File: src/rtl/arith_unit_pipe.sv
// Registered add/subtract unit: eight opcodes, carry chaining, signed saturation,
// an internal accumulator and status flags behind valid/ready handshakes (latency 1).
module arith_unit_pipe #(
    parameter int WIDTH = 8
) (
    input  logic             clk,
    input  logic             rst_n,
    input  logic             in_valid,
    output logic             in_ready,
    input  logic [WIDTH-1:0] a,
    input  logic [WIDTH-1:0] b,
    input  logic [2:0]       op,
    output logic             out_valid,
    input  logic             out_ready,
    output logic [WIDTH-1:0] result,
    output logic             carry,
    output logic             overflow,
    output logic             zero,
    output logic             negative,
    output logic [WIDTH-1:0] acc
);

    typedef enum logic [2:0] {
        OP_ADD     = 3'b000,
        OP_SUB     = 3'b001,
        OP_ADC     = 3'b010,
        OP_SBB     = 3'b011,
        OP_ACC_ADD = 3'b100,
        OP_ACC_CLR = 3'b101,
        OP_SADD    = 3'b110,
        OP_SSUB    = 3'b111
    } opcode_e;

    localparam logic [WIDTH-1:0] SMAX = {1'b0, {(WIDTH-1){1'b1}}};
    localparam logic [WIDTH-1:0] SMIN = {1'b1, {(WIDTH-1){1'b0}}};

    logic             r_outValid;
    logic [WIDTH-1:0] r_result;
    logic             r_carry;
    logic             r_overflow;
    logic             r_zero;
    logic             r_negative;
    logic [WIDTH-1:0] r_acc;
    logic             r_cf;

    opcode_e          w_op;
    logic             w_accept;
    logic [WIDTH-1:0] w_opA;
    logic [WIDTH-1:0] w_opB;
    logic             w_isSub;
    logic             w_cin;
    logic [WIDTH:0]   w_uWide;
    logic [WIDTH:0]   w_sWide;
    logic [WIDTH-1:0] w_raw;
    logic             w_rawOverflow;
    logic [WIDTH-1:0] w_final;
    logic             w_carry;
    logic             w_overflow;

    assign w_op     = opcode_e'(op);
    assign in_ready = !r_outValid || out_ready;
    assign w_accept = in_valid && in_ready;

    // Unsigned and sign-extended datapaths share operands; the signed one yields true overflow even with carry-in.
    always_comb begin
        w_opA   = (w_op == OP_ACC_ADD) ? r_acc : a;
        w_opB   = (w_op == OP_ACC_ADD) ? a : b;
        w_isSub = (w_op == OP_SUB) || (w_op == OP_SBB) || (w_op == OP_SSUB);
        w_cin   = ((w_op == OP_ADC) || (w_op == OP_SBB)) ? r_cf : 1'b0;
        if (w_isSub) begin
            w_uWide = {1'b0, w_opA} - {1'b0, w_opB} - {{WIDTH{1'b0}}, w_cin};
            w_sWide = {w_opA[WIDTH-1], w_opA} - {w_opB[WIDTH-1], w_opB} - {{WIDTH{1'b0}}, w_cin};
        end else begin
            w_uWide = {1'b0, w_opA} + {1'b0, w_opB} + {{WIDTH{1'b0}}, w_cin};
            w_sWide = {w_opA[WIDTH-1], w_opA} + {w_opB[WIDTH-1], w_opB} + {{WIDTH{1'b0}}, w_cin};
        end
        w_raw         = w_uWide[WIDTH-1:0];
        w_rawOverflow = w_sWide[WIDTH] ^ w_sWide[WIDTH-1];
    end

    always_comb begin
        w_final    = w_raw;
        w_carry    = w_uWide[WIDTH];
        w_overflow = w_rawOverflow;
        case (w_op)
            OP_ACC_CLR: begin
                w_final    = '0;
                w_carry    = 1'b0;
                w_overflow = 1'b0;
            end
            OP_SADD, OP_SSUB: begin
                // Overflow direction follows operand A's sign for both add and subtract.
                if (w_rawOverflow) begin
                    w_final = w_opA[WIDTH-1] ? SMIN : SMAX;
                end
            end
            default: begin
                w_final = w_raw;
            end
        endcase
    end

    always_ff @(posedge clk or negedge rst_n) begin
        if (!rst_n) begin
            r_outValid <= 1'b0;
            r_result   <= '0;
            r_carry    <= 1'b0;
            r_overflow <= 1'b0;
            r_zero     <= 1'b0;
            r_negative <= 1'b0;
            r_acc      <= '0;
            r_cf       <= 1'b0;
        end else if (w_accept) begin
            r_outValid <= 1'b1;
            r_result   <= w_final;
            r_carry    <= w_carry;
            r_overflow <= w_overflow;
            r_zero     <= (w_final == '0);
            r_negative <= w_final[WIDTH-1];
            r_cf       <= w_carry;
            if (w_op == OP_ACC_ADD) begin
                r_acc <= w_final;
            end else if (w_op == OP_ACC_CLR) begin
                r_acc <= '0;
            end
        end else if (out_ready) begin
            r_outValid <= 1'b0;
        end
    end

    assign out_valid = r_outValid;
    assign result    = r_result;
    assign carry     = r_carry;
    assign overflow  = r_overflow;
    assign zero      = r_zero;
    assign negative  = r_negative;
    assign acc       = r_acc;

endmodule

File: config.mk
export PLATFORM = sky130hd
export DESIGN_NAME = arith_unit_pipe
export DESIGN_NICKNAME = d
export VERILOG_FILES = /design/src/rtl/arith_unit_pipe.sv
export SDC_FILE = /design/constraint.sdc
export NUM_CORES = 1
export LEC_CHECK = 0
export ABC_AREA = 1
export BUFFER_PORTS_ARGS = -buffer_cell sky130_fd_sc_hd__buf_2
export CAP_MARGIN = 30
export CORE_ASPECT_RATIO = 0.6
export CORE_MARGIN = 1
export CORE_UTILIZATION = 40
export CTS_CLUSTER_DIAMETER = 200
export DETAILED_ROUTE_END_ITERATION = 8
export SYNTH_ARGS = -nofsm -noshare
export SYNTH_HDL_FRONTEND = slang
export SYNTH_SLANG_ARGS = --single-unit
File: constraint.sdc
create_clock -name clk -period 6.3 [get_ports clk]
set_input_delay 0.63 -clock clk [delete_from_list [all_inputs] [get_ports clk]]
set_output_delay 0.63 -clock clk [all_outputs]
set_load 0.01 [all_outputs]
Word level (Yosys, flattened, before mapping)
Index checks and enable logic that the tools add are counted.

Bits in registers: 21. Input port bits: 23. Output and inout port bits: 22.

Add/subtract/negate cells: 8. Equality and inequality tests: 7. Mux-type cells: 14. Bitwise logic cells: 1. Reduce and logical (&&, ||, !) cells: 11.

Operator list (count): $mux W8 (6); $add A8 B8 Y9 (2); $add A9 B1 Y9 (2); $mux W9 (2); $sub A8 B8 Y9 (2); $sub A9 B1 Y9 (2); $pmux W8 S2 (1); $eq A3 B3 Y1 const B (4); $logic_not A8 Y1 (1); $eq A3 B2 Y1 const B (2); $mux W1 (5); $logic_or A1 B1 Y1 (4); $reduce_bool A2 Y1 (2); $eq A3 B1 Y1 const B (1); $reduce_and A2 Y1 (1); $reduce_or A2 Y1 (1); $logic_and A1 B1 Y1 (1); $logic_not A1 Y1 (1); $xor A1 B1 Y1 (1).

Depth between registers and ports, before layout
Word-level depth: 9. Depth in mapped cells: 27. Depth with buffers taken out: 25.

Worst setup path after synthesis
No wires, ideal clock.

Path kind: in2reg. Start: in op[0]. End: reg r_zero, in the netlist zero. Library setup time: 0.066 ns. Data arrival time: 3.480 ns. Required time: 6.234 ns. Slack: 2.755 ns. Cell stages on the path: 23. Path buffers: 2. Path through: nor2_2 nand2_1 buf_2 clkbuf_1 o21ai_0 fa_1 inv_1 fa_1 o21ai_1 nand2_1 nand2_1 nand2_1 nand2_1 nand3_1 nand2_2 nand3_4 a21oi_1 nor2_1 nor2_1 nand2_1 nor2_1 nand3_1 nand2_1.

Cells in the longest elaborated chain, start to end: 9. Elaborated cells on any way between the ends: 29. Those cells by class: add/sub (8); eq/ne (7); mux (8); bitwise (1); reduce/logical (5).

RTL lines: from (decl) (RTL line 12) `input logic [2:0] op,`; $eq A3 B3 Y1 (tied with other cells) (RTL line 66, 67); $mux W8 (tied with other cells) (RTL line 66) `w_opA = (w_op == OP_ACC_ADD) ? r_acc : a;`; $add A8 B8 Y9 (tied with other cells) (RTL line 75) `w_sWide = {w_opA[WIDTH-1], w_opA} + {w_opB[WIDTH-1], w_opB} + {{WIDTH{1'b0}}, w_cin};`; $add A9 B1 Y9 / $sub A9 B1 Y9 (equally long branches) (RTL line 75, 72); $mux W9 (RTL line 70) `if (w_isSub) begin`; $xor A1 B1 Y1 (RTL line 78) `w_rawOverflow = w_sWide[WIDTH] ^ w_sWide[WIDTH-1];`; $mux W8 (RTL line 93) `if (w_rawOverflow) begin`; $pmux W8 S2 (*) (RTL line 85) `case (w_op)`; $logic_not A8 Y1 (*) (RTL line 118) `r_zero <= (w_final == '0);`; to (signal assigned) (RTL line 118); to (decl) (RTL line 41) `logic r_zero;`.

Mark *: on every way between the ends. The rest lies on a longest branch, timed or not. A chain may end at the register's enable or synchronous reset.

Worst setup path after layout
Ends and elaborated chain as after synthesis.

==> impl_metrics.tcl <==
set metrics [dict create \
    p_int_mw 0.361 \
    fp.dieW_um 96.3 \
    pwr-share-seq_pct 28.2 \
    nets 406 \
    tns_ps 0 \
    crit_arrival_ps 4310 \
    slew_headroom_pct 46.2 \
    synth_compound_area_share_pct 17.4 \
    crit_path_frequent_cell "nand2_1" \
    max_cap_violations 0 \
    dpl.hpwl_mm 4.52 \
    grtUsageTotal_pct 20.2 \
    crit_chain "buf_2, nor2_2, nand2_1, o21ai_0, inv_1, fa_1, fa_1, inv_1, nand3_1, nand2_1, inv_2, o21ai_2, o21ai_2, nand2_2, nand3_4, a21oi_1, nor2_1, nor2_1, nand2_1, nor2_1, nand3_1, nand2_1" \
    synthCells 317 \
    switching_share_pct 42.0 \
    synth_mux_area_share_pct 0 \
    drive_above_1_share_pct 21.8 \
    antenna_found_initial 0 \
    rsz0062_at_grt "false" \
    drt_iter0_drc 128 \
    outcome "complete, no violations" \
    fin_util_pct 48.5 \
    h-tree-depth 1 \
    synthSimpleGateAreaFrac_pct 31.8 \
    cts_resized 0 \
    final_cell_count_no_fill 424 \
    cts_tree "done" \
    start_util_pct 41.8 \
    synth_edf_count 0 \
    cpPeakStageDelay_ps 510 \
    placementRows 20 \
    synthAdderAreaFrac_pct 15.5 \
    ys_warn_count 0 \
    grt_pass1_vias 1780 \
    numCtsBuffers 3 \
    netlist_area_um2 2140 \
    final_common_cell "nand2_1" \
    dr.pass1.iters 5 \
    power.density_nw_per_um2 251 \
    io_pins 45 \
    synth_xor_area_share_pct 0.410 \
    setup_violations 0 \
    area_delta_synth_final_pct 15.9 \
    fmax_mhz 244 \
    p_comb_share_pct 51.0 \
    via_per_inst 4.97 \
    crit_path_start_kind "input pin" \
    vias 2107 \
    grt_max_degree 30 \
    cts_buffer_depth 2 \
    path_clk_slew_ps 80 \
    gp_congestion 0.831 \
    avgSynthCellArea_um2 6.74 \
    cts.sinks 20 \
    clock_latency_ps 260 \
    synth.net_count 364 \
    grt_pass1_wl_mm 8.68 \
    postRouteAntennaNets 0 \
    drcViolationCount 0 \
    core_area_um2 5100 \
    grt.overflow.total 0 \
    async_reset_ff_share_pct 100 \
    min_period_ps 4100 \
    hold_viol 0 \
    synth_cell_type_count 32 \
    portBuffers 44 \
    drv_slew 0 \
    dp_cells 420 \
    diodes 0 \
    cts_setup_buffers 0 \
    clockPowerShare_pct 20.8 \
    totalWireLength_mm 5.43 \
    final_cell_mix "nand2_1, inv_1, buf_2" \
    wl_per_cell_um 12.8 \
    ir_worst_vdd_v 0.000112 \
    synth_flop_cell "dfrtp_1" \
    fin_crit_sh_pct 65.1 \
    clock_skew_ps 7.62 \
    ys_ff_latch 20 \
    switchingPower_mw 0.261 \
    crit_required_ps 6500 \
    endpoint_kind "flop" \
    die_h_um 58.6 \
    hp-class "input pin to asynchronous set/reset pin" \
    worstMarginPinSlew_ps 805 \
    synth.yosys.seq_area_share_pct 23.4 \
    clockRootBuffer "clkbuf_8" \
    die_area_um2 5650 \
    worst_path_max_delay_cell "o21ai_0" \
    p_leak_nw 1.39 \
    worstSetupPathType "input pin to flop" \
    n_fill_cell 540 \
    synth_top_family_by_area "simple AND/OR/NAND/NOR gates" \
    hold_buffers 0 \
    crit_fanout 29 \
]
==> registers in the layout, summed over array words and instances (netlist names) <==
| name | count |
|---|---|
| zero | 1 |
| acc | 8 |
| carry | 1 |
| result | 8 |
| out_valid | 1 |
| overflow | 1 |
==> synthesized netlist by cell type (2+ instances only) <==
cell / count / area share (%)
o21bai_1: 2 / 0.70
fa_1: 4 / 3.7
o22ai_1: 5 / 1.5
a21oi_1: 12 / 2.8
nand3b_1: 2 / 0.70
ha_1: 20 / 12
nor2_2: 4 / 1.2
o21ai_1: 6 / 1.4
o21ai_2: 2 / 0.82
buf_4: 2 / 0.70
nand3_2: 3 / 1.4
nor2_1: 18 / 3.2
o21ai_0: 32 / 7.5
dfrtp_1: 20 / 23
nand3_4: 3 / 2.5
clkbuf_1: 4 / 0.70
a21oi_2: 2 / 0.82
o21a_1: 3 / 1.1
nand2_2: 6 / 1.8
inv_1: 51 / 9.0
nand2_1: 86 / 15
or2_2: 2 / 0.59
nand2_4: 3 / 1.6
nand3_1: 10 / 2.3
inv_2: 5 / 0.88
nor3_1: 4 / 0.94
==> routing by layer <==
metal  global-route usage (%)  vias up  share of wire, %
met1                     33.6      934                56
li1                         -     1089                 -
met4                     1.26        0                 0
met5                        0        -                 0
met3                     3.88        0               7.2
met2                     27.4       84                36
==> power by group through the flow <==
stage | logic (mW) | clock network, mW | registers (mW)
6_report | 0.317 | 0.129 | 0.175
5_1_grt | 0.356 | 0.137 | 0.179
4_1_cts | 0.315 | 0.129 | 0.175
3_5_place_dp | 0.313 | 0 | 0.178
3_3_place_gp | 0.313 | 0 | 0.178
2_1_floorplan | 0.210 | 0 | 0.190
==> through the flow <==
stage	instance area, um^2	hold slack, ps	total power, mW	setup slack [ps]
after global placement	2400	467	0.491	1990
after floorplan	2140	334	0.400	2750
after detailed placement	2400	474	0.491	1950
after global routing	2470	335	0.672	1780
after CTS	2470	319	0.620	2210
final	2470	310	0.621	2200
==> worst paths after layout <==
check,startpoint,slack (ps),end,cells past startpoint
hold / removal,rst_n,310,result[5],1
min in group clk,result[0],480,result[0],2
setup / recovery,op[0],2200,zero,22
setup reg to reg,carry,3090,zero,20
max in group asynchronous,rst_n,5680,result[0],1
hold reg to reg,result[0],480,result[0],2
==> critical path: cells and delay by family <==
family	cells	cell delay (ps)
AND/OR/NAND/NOR	12	1560
buffers and inverters	4	370
AO/OA/AOI/OAI	4	890
adder cells (fa/ha/maj)	2	840
==> area by class of cell <==
cell class / count / area [um^2] / area share (%)
sequential: 20 / 500 / 20.2
timing repair buffer: 44 / 220 / 8.90
tap: 66 / 82.6 / 3.34
clock inverter: 1 / 30.0 / 1.21
inverter: 56 / 210 / 8.49
clock buffer: 3 / 41.3 / 1.67
multi-input combinational: 234 / 1390 / 56.2
==> kinds of logic after synthesis <==
group                      count (synthesis)
and+or+nand+nor                          143
xor gates and xnor gates                   1
buffers and inverters                     63
DFF                                       20
AOI/OAI and AO/OA                         66
adders and majority gates                 24
Note: power is estimated with default switching activity, not from simulation.
